$ cat config.mk
export PLATFORM = sky130hd
export DESIGN_NAME = imm_encoder
export DESIGN_NICKNAME = d
export VERILOG_FILES = /design/src/rtl/imm_encoder.sv
export SDC_FILE = /design/constraint.sdc
export NUM_CORES = 1
export LEC_CHECK = 0
export CORE_AREA = 2 2 133 135
export CTS_BUF_LIST = sky130_fd_sc_hd__clkbuf_16
export DETAILED_ROUTE_END_ITERATION = 12
export DIE_AREA = 0 0 135 137
export MAX_ROUTING_LAYER = met4
export SYNTH_ARGS = -nofsm -noshare
export SYNTH_HDL_FRONTEND = slang
export SYNTH_SLANG_ARGS = --single-unit
$ cat constraint.sdc
create_clock -name clk -period 1.7 [get_ports clk]
set_input_delay 0.34 -clock clk [delete_from_list [all_inputs] [get_ports clk]]
set_output_delay 0.34 -clock clk [all_outputs]
set_load 0.02 [all_outputs]
$ cat src/rtl/imm_encoder.sv
// Streaming immediate encoder: the inverse of ID-stage immediate decode.
// It takes a signed 32-bit immediate, an immediate format and a template
// instruction. It returns the template with its immediate fields overwritten.
// Two-stage valid/ready pipeline:
//   S1 registers the request and the representability check.
//   S2 registers the packed {instr, err} result.
// A saturating counter tracks errored results.
//
// Ports:
//   clk, rst            clock, synchronous active-high reset
//   in_valid/in_ready   request handshake
//   in_sel              immediate format (immgen_t)
//   in_imm              two's complement immediate
//   in_instr            template instruction
//   out_valid/out_ready result handshake
//   out_instr           encoded instruction
//   out_err             immediate not representable, or illegal format
//   err_count           saturating count of delivered results with out_err=1

package imm_encoder_pkg;

    typedef enum logic [2:0] {
        IMMGEN_I  = 3'd0,
        IMMGEN_S  = 3'd1,
        IMMGEN_SB = 3'd2,
        IMMGEN_UJ = 3'd3,
        IMMGEN_U  = 3'd4
    } immgen_t;

    // S2 payload
    typedef struct packed {
        logic [31:0] instr;
        logic        err;
    } enc_result_t;

endpackage

module imm_encoder
    import imm_encoder_pkg::*;
#(
    parameter int unsigned ERR_CNT_W = 16
) (
    input  logic                 clk,
    input  logic                 rst,
    input  logic                 in_valid,
    output logic                 in_ready,
    input  immgen_t              in_sel,
    input  logic [31:0]          in_imm,
    input  logic [31:0]          in_instr,
    output logic                 out_valid,
    input  logic                 out_ready,
    output logic [31:0]          out_instr,
    output logic                 out_err,
    output logic [ERR_CNT_W-1:0] err_count
);

    localparam int unsigned XLEN = 32;

    // Stage 1 state
    logic              r_s1_valid;
    immgen_t           r_s1_sel;
    logic [XLEN-1:0]   r_s1_imm;
    logic [XLEN-1:0]   r_s1_instr;
    logic              r_s1_err;

    // Stage 2 state
    logic              r_s2_valid;
    enc_result_t       r_s2;

    logic [ERR_CNT_W-1:0] r_err_count;

    logic              w_s1_ready;
    logic              w_s2_ready;
    logic              w_in_err;
    logic [XLEN-1:0]   w_pack;

    // Each stage accepts when it is empty or its contents move on this cycle.
    assign w_s2_ready = !r_s2_valid || out_ready;
    assign w_s1_ready = !r_s1_valid || w_s2_ready;
    assign in_ready   = w_s1_ready;

    // Representability check.
    // An immediate fits when all bits above its top field bit are sign copies.
    always_comb begin
        w_in_err = 1'b1;
        case (in_sel)
            IMMGEN_I, IMMGEN_S:
                w_in_err = !((&in_imm[31:11]) || !(|in_imm[31:11]));
            IMMGEN_SB:
                w_in_err = !((&in_imm[31:12]) || !(|in_imm[31:12])) || in_imm[0];
            IMMGEN_UJ:
                w_in_err = !((&in_imm[31:20]) || !(|in_imm[31:20])) || in_imm[0];
            IMMGEN_U:
                w_in_err = |in_imm[11:0];
            default:
                w_in_err = 1'b1;
        endcase
    end

    // S1 register
    always_ff @(posedge clk) begin
        if (rst) begin
            r_s1_valid <= 1'b0;
            r_s1_sel   <= IMMGEN_I;
            r_s1_imm   <= '0;
            r_s1_instr <= '0;
            r_s1_err   <= 1'b0;
        end else if (w_s1_ready) begin
            r_s1_valid <= in_valid;
            if (in_valid) begin
                r_s1_sel   <= in_sel;
                r_s1_imm   <= in_imm;
                r_s1_instr <= in_instr;
                r_s1_err   <= w_in_err;
            end
        end
    end

    // Field packing.
    // Errored requests pass the template through untouched.
    always_comb begin
        w_pack = r_s1_instr;
        if (!r_s1_err) begin
            case (r_s1_sel)
                IMMGEN_I: begin
                    w_pack[31:20] = r_s1_imm[11:0];
                end
                IMMGEN_S: begin
                    w_pack[31:25] = r_s1_imm[11:5];
                    w_pack[11:7]  = r_s1_imm[4:0];
                end
                IMMGEN_SB: begin
                    w_pack[31]    = r_s1_imm[12];
                    w_pack[30:25] = r_s1_imm[10:5];
                    w_pack[11:8]  = r_s1_imm[4:1];
                    w_pack[7]     = r_s1_imm[11];
                end
                IMMGEN_UJ: begin
                    w_pack[31]    = r_s1_imm[20];
                    w_pack[30:21] = r_s1_imm[10:1];
                    w_pack[20]    = r_s1_imm[11];
                    w_pack[19:12] = r_s1_imm[19:12];
                end
                IMMGEN_U: begin
                    w_pack[31:12] = r_s1_imm[31:12];
                end
                default: begin
                    w_pack = r_s1_instr;
                end
            endcase
        end
    end

    // S2 register.
    // The payload is only loaded on a move, so it holds while stalled.
    always_ff @(posedge clk) begin
        if (rst) begin
            r_s2_valid <= 1'b0;
            r_s2       <= '0;
        end else if (w_s2_ready) begin
            r_s2_valid <= r_s1_valid;
            if (r_s1_valid) begin
                r_s2.instr <= w_pack;
                r_s2.err   <= r_s1_err;
            end
        end
    end

    // Saturating count of errored results that were actually consumed.
    always_ff @(posedge clk) begin
        if (rst) begin
            r_err_count <= '0;
        end else if (r_s2_valid && out_ready && r_s2.err
                     && (r_err_count != {ERR_CNT_W{1'b1}})) begin
            r_err_count <= r_err_count + ERR_CNT_W'(1);
        end
    end

    assign out_valid = r_s2_valid;
    assign out_instr = r_s2.instr;
    assign out_err   = r_s2.err;
    assign err_count = r_err_count;

endmodule

==> metrics.md <==
| Metric | Value |
|---|---|
| R2r startpoint | `err_count[14]` |
| Synthesized area per cell | `a little under 8 sq um` |
| Vias per std cell | `between 4 and 5` |
| Final HPWL from detailed placement | `approximately 11000 um` |
| Root Driver | `clkbuf_16` |
| CTS tree | `built` |
| Area leader, netlist | `dfxtp_1` |
| Worst setup EP type | `flop` |
| Internal power | `roughly 6000 uW` |
| Min Tclk post-route | `1.705 ns` |
| Final cycle utilization of the critical path | `1.003` |
| Die area | `approximately 0.018 sq mm` |
| Sequential element share of the synthesized area | `0.4750` |
| Run status | `finished, violations left` |
| Clock tree buffer depth | `2` |
| Post-Syn Instances | `roughly 630` |
| Sw Pwr | `1839 uW` |
| Synth unique cells | `a little over 50` |
| Crit Path Category | `in2reg` |
| Setup ws final | `-0.004558 ns` |
| RSZ-0062 raised after global routing | `true` |
| Post-route cell area | `between 0.007 and 0.008 sq mm` |
| DR DRC count | `0` |
| Placed Area | `between 0.007 and 0.008 sq mm` |
| Synth Cell Area | `0.005015 sq mm` |
| RePlAce Congestion | `0.8284` |
| CTS HTree Levels | `4` |
| Seq pwr share | `0.379` |
| Most common cell in the netlist | `nand2_1` |
| Static Leak | `0.003291 uW` |
| WHS Endpoint | `r_s1_imm[26]` |
| Setup TNS | `-0.004558 ns` |
| Logic pwr share | `0.117` |
| Worst rel slew slack | `0.7527` |
| Top sig layer | `met4` |
| Register bit total from synthesis | `around 120` |
| First-pass GRT wire length | `about 23000 um` |
| Max frequency | `between 0.5 and 0.6 GHz` |
| Max cap viols | `0` |
| Met3 routed WL | `approximately 770 um` |
| DRT Pass-1 Iters | `4` |
| Maximum vdd drop | `roughly 0.00068 V` |
| Failing checks | `setup timing` |
| Pin count of the biggest net entering global routing | `between 60 and 70` |
| Drt wl/cell | `13.97 um` |
| Via count | `approximately 5000` |
| Slew Viols, Final | `0` |
| Vert. Die Dim | `137 um` |
| Cts hold-fix bufs | `0` |
| Routed Wire Length | `14740 um` |
| Storage element area | `approximately 0.0024 sq mm` |
| FF-to-FF End | `err_count[11]` |
| # setup viols final | `1` |
| R2R depth | `6` |
| Final Hold Fails | `0` |
| HP Start | `in_imm[26]` |
| Starting Density | `0.2940` |
| Synth cell count leaders | `177 x nand2_1, 119 x dfxtp_1, 96 x a21oi_1, 52 x nor2_1, 33 x clkbuf_1` |
| Top cell type's share of synthesized area | `0.4750` |
| Die W | `between 100 and 150 um` |
| Core area | `about 0.017 sq mm` |
| Post-synth top flop | `dfxtp_1` |
| DP Worst Slack | `-0.4778 ns` |
| WL met1 | `about 6900 um` |
| CTS clock-pin slew for the worst setup and hold paths | `roughly 0.06 ns` |
| Crit-path max FO | `2` |
| GR Overflow Total | `0` |
| Clock group share of total power | `0.504` |
| Clk_skew | `between 0.005 and 0.006 ns` |
| Final ANT Viol Nets | `0` |
| Multi-input gate area | `approximately 0.0025 sq mm` |
| Setup slack, reg-to-reg | `around 0.02 ns` |
| Mapped Nets | `706` |
| Layout area overhead | `55.84%` |
| TritonCTS Buffers | `17` |
| Pwr per Cell Area | `1018 mW/mm^2` |
| DP Cell Count | `slightly above 1000` |
| Slew of the pin with the lowest slew margin | `between 0.3 and 0.4 ns` |
| Filler Cell Count | `between 1500 and 2000` |
| Worst Setup Start Kind | `input port` |
| Worst hold stages | `3` |
| Clk sink count | `119` |
| Gr usage total | `0.1660` |
| WL met2 | `6912 um` |
| Asr flop ratio synth | `0` |
| Share of cells above drive strength 1 | `0.1771` |
| Final #Nets | `891` |
| EDFF count, synth | `0` |
| Core Rows | `48` |
| Port Buf Inserts | `121` |
| Initial antenna violation count | `0` |
| CP required | `approximately 2.0 ns` |
| 1st-iter DRT viols | `202` |
| Vias in the first global route | `4698` |
| Non-Filler Instances | `roughly 1100` |
| Worst EP arrival | `1.99 ns` |
| # diodes | `0` |
| Skew-Pair Late Insertion Delay | `0.41 ns` |
| Synth top area cells | `dfxtp_1 48%, nand2_1 13%, a21oi_1 9.6%, nor2_1 3.9%, clkbuf_1 2.5%` |
| Hold Crit Class | `in2reg` |
| Sw Share | `0.2312` |
| # IOs | `122` |
| YS warnings | `0` |
[worst max-delay path by stage]
stage,to,slack (ns),startpoint,cells after the start
after floorplan,err_count[9],-0.08,err_count[8],5
after global placement,r_s1_err,-0.47,in_imm[26],7
after detailed placement,r_s1_err,-0.48,in_imm[26],7
after CTS,r_s1_err,0.0004,in_imm[29],7
after global routing,r_s1_err,-0.07,in_imm[12],6
final,r_s1_err,-0.005,in_imm[12],6
[power by group through the flow]
stage               combinational, uW  sequential (uW)  clock, uW
detailed placement                957             3070          0
global placement                  951             3070          0
global route                     1020             3030       4230
finish                            932             3010       4010
CTS                               936             3010       4090
floorplan                         392             3100          0
[per-layer routing]
| layer | vias up | GRT usage |
|---|---|---|
| li1 | 2558 | - |
| met1 | 2279 | 0.2136 |
| met2 | 127 | 0.2614 |
| met3 | 10 | 0.03926 |
| met4 | 0 | 0.04745 |
| met5 | - | - |
[layout by cell type (no fill, tap or decap), types with 7 or more instances in the layout]
master / Yosys / layout
nand3_1: 10 / 10
nor2_1: 52 / 52
clkbuf_16: 0 / 17
nor4_1: 12 / 8
a211oi_1: 13 / 12
nand2_1: 177 / 176
clkdlybuf4s50_1: 0 / 62
mux2i_1: 10 / 10
nand4_1: 11 / 11
buf_12: 0 / 8
buf_4: 1 / 80
dlymetal6s2s_1: 0 / 14
dlygate4sd2_1: 0 / 43
nand3b_1: 7 / 7
dfxtp_1: 119 / 113
xnor2_1: 8 / 8
a21oi_1: 96 / 96
[cells by family (layout without fill, tap and decap cells)]
logic type | count (synthesis) | after routing | synth area share
multiplexers | 11 | 11 | 0.02295
adder cells (fa/ha/maj) | 1 | 1 | 0.002495
XOR/XNOR | 12 | 12 | 0.02096
flip-flops | 119 | 119 | 0.4750
AO/OA/AOI/OAI | 147 | 147 | 0.1794
buffers and inverters | 48 | 244 | 0.03743
AND/OR/NAND/NOR | 296 | 296 | 0.2617
[what timing repair did]
item,CTS,global route
endpoints found under the setup margin,46,18
gates resized for setup,48,25
pin swaps,1,6
buffers inserted,0,2
[area by class of cell]
| type | count | area share |
|---|---|---|
| clock inverters | 13 | 0.02930 |
| flip-flops and latches | 119 | 0.3058 |
| inverters | 6 | 0.002882 |
| well taps | 225 | 0.03602 |
| repair buffers | 208 | 0.2480 |
| multi-input cells | 467 | 0.3236 |
| clock buffers | 17 | 0.05443 |
[metrics by stage]
stage          power (uW)  utilization  hold slack [ns]
2_1_floorplan        3493            -           0.4321
3_3_place_gp         4021       0.4157           0.4393
3_5_place_dp         4031       0.4157           0.4440
4_1_cts              8039       0.4516           0.3166
5_1_grt              8283       0.4582           0.2997
6_report             7952       0.4582           0.2760
[critical path: stages]
cell and delay (ns):
clkdlybuf4s50_1 0.47, nor4_4 0.31, nand2_1 0.10, o32a_1 0.37, o32ai_2 0.30, a211oi_2 0.10
[state kept, by name, indices dropped and copies added, names as in the netlist]
| signal | flops |
|---|---|
| out_instr | 32 |
| r_s1_instr | 32 |
| out_err | 1 |
| err_count | 16 |
| r_s1_valid | 1 |
| r_s1_sel | 3 |
| r_s1_imm | 32 |
| r_s1_err | 1 |
| out_valid | 1 |
Note: power is estimated with default switching activity, not from simulation.
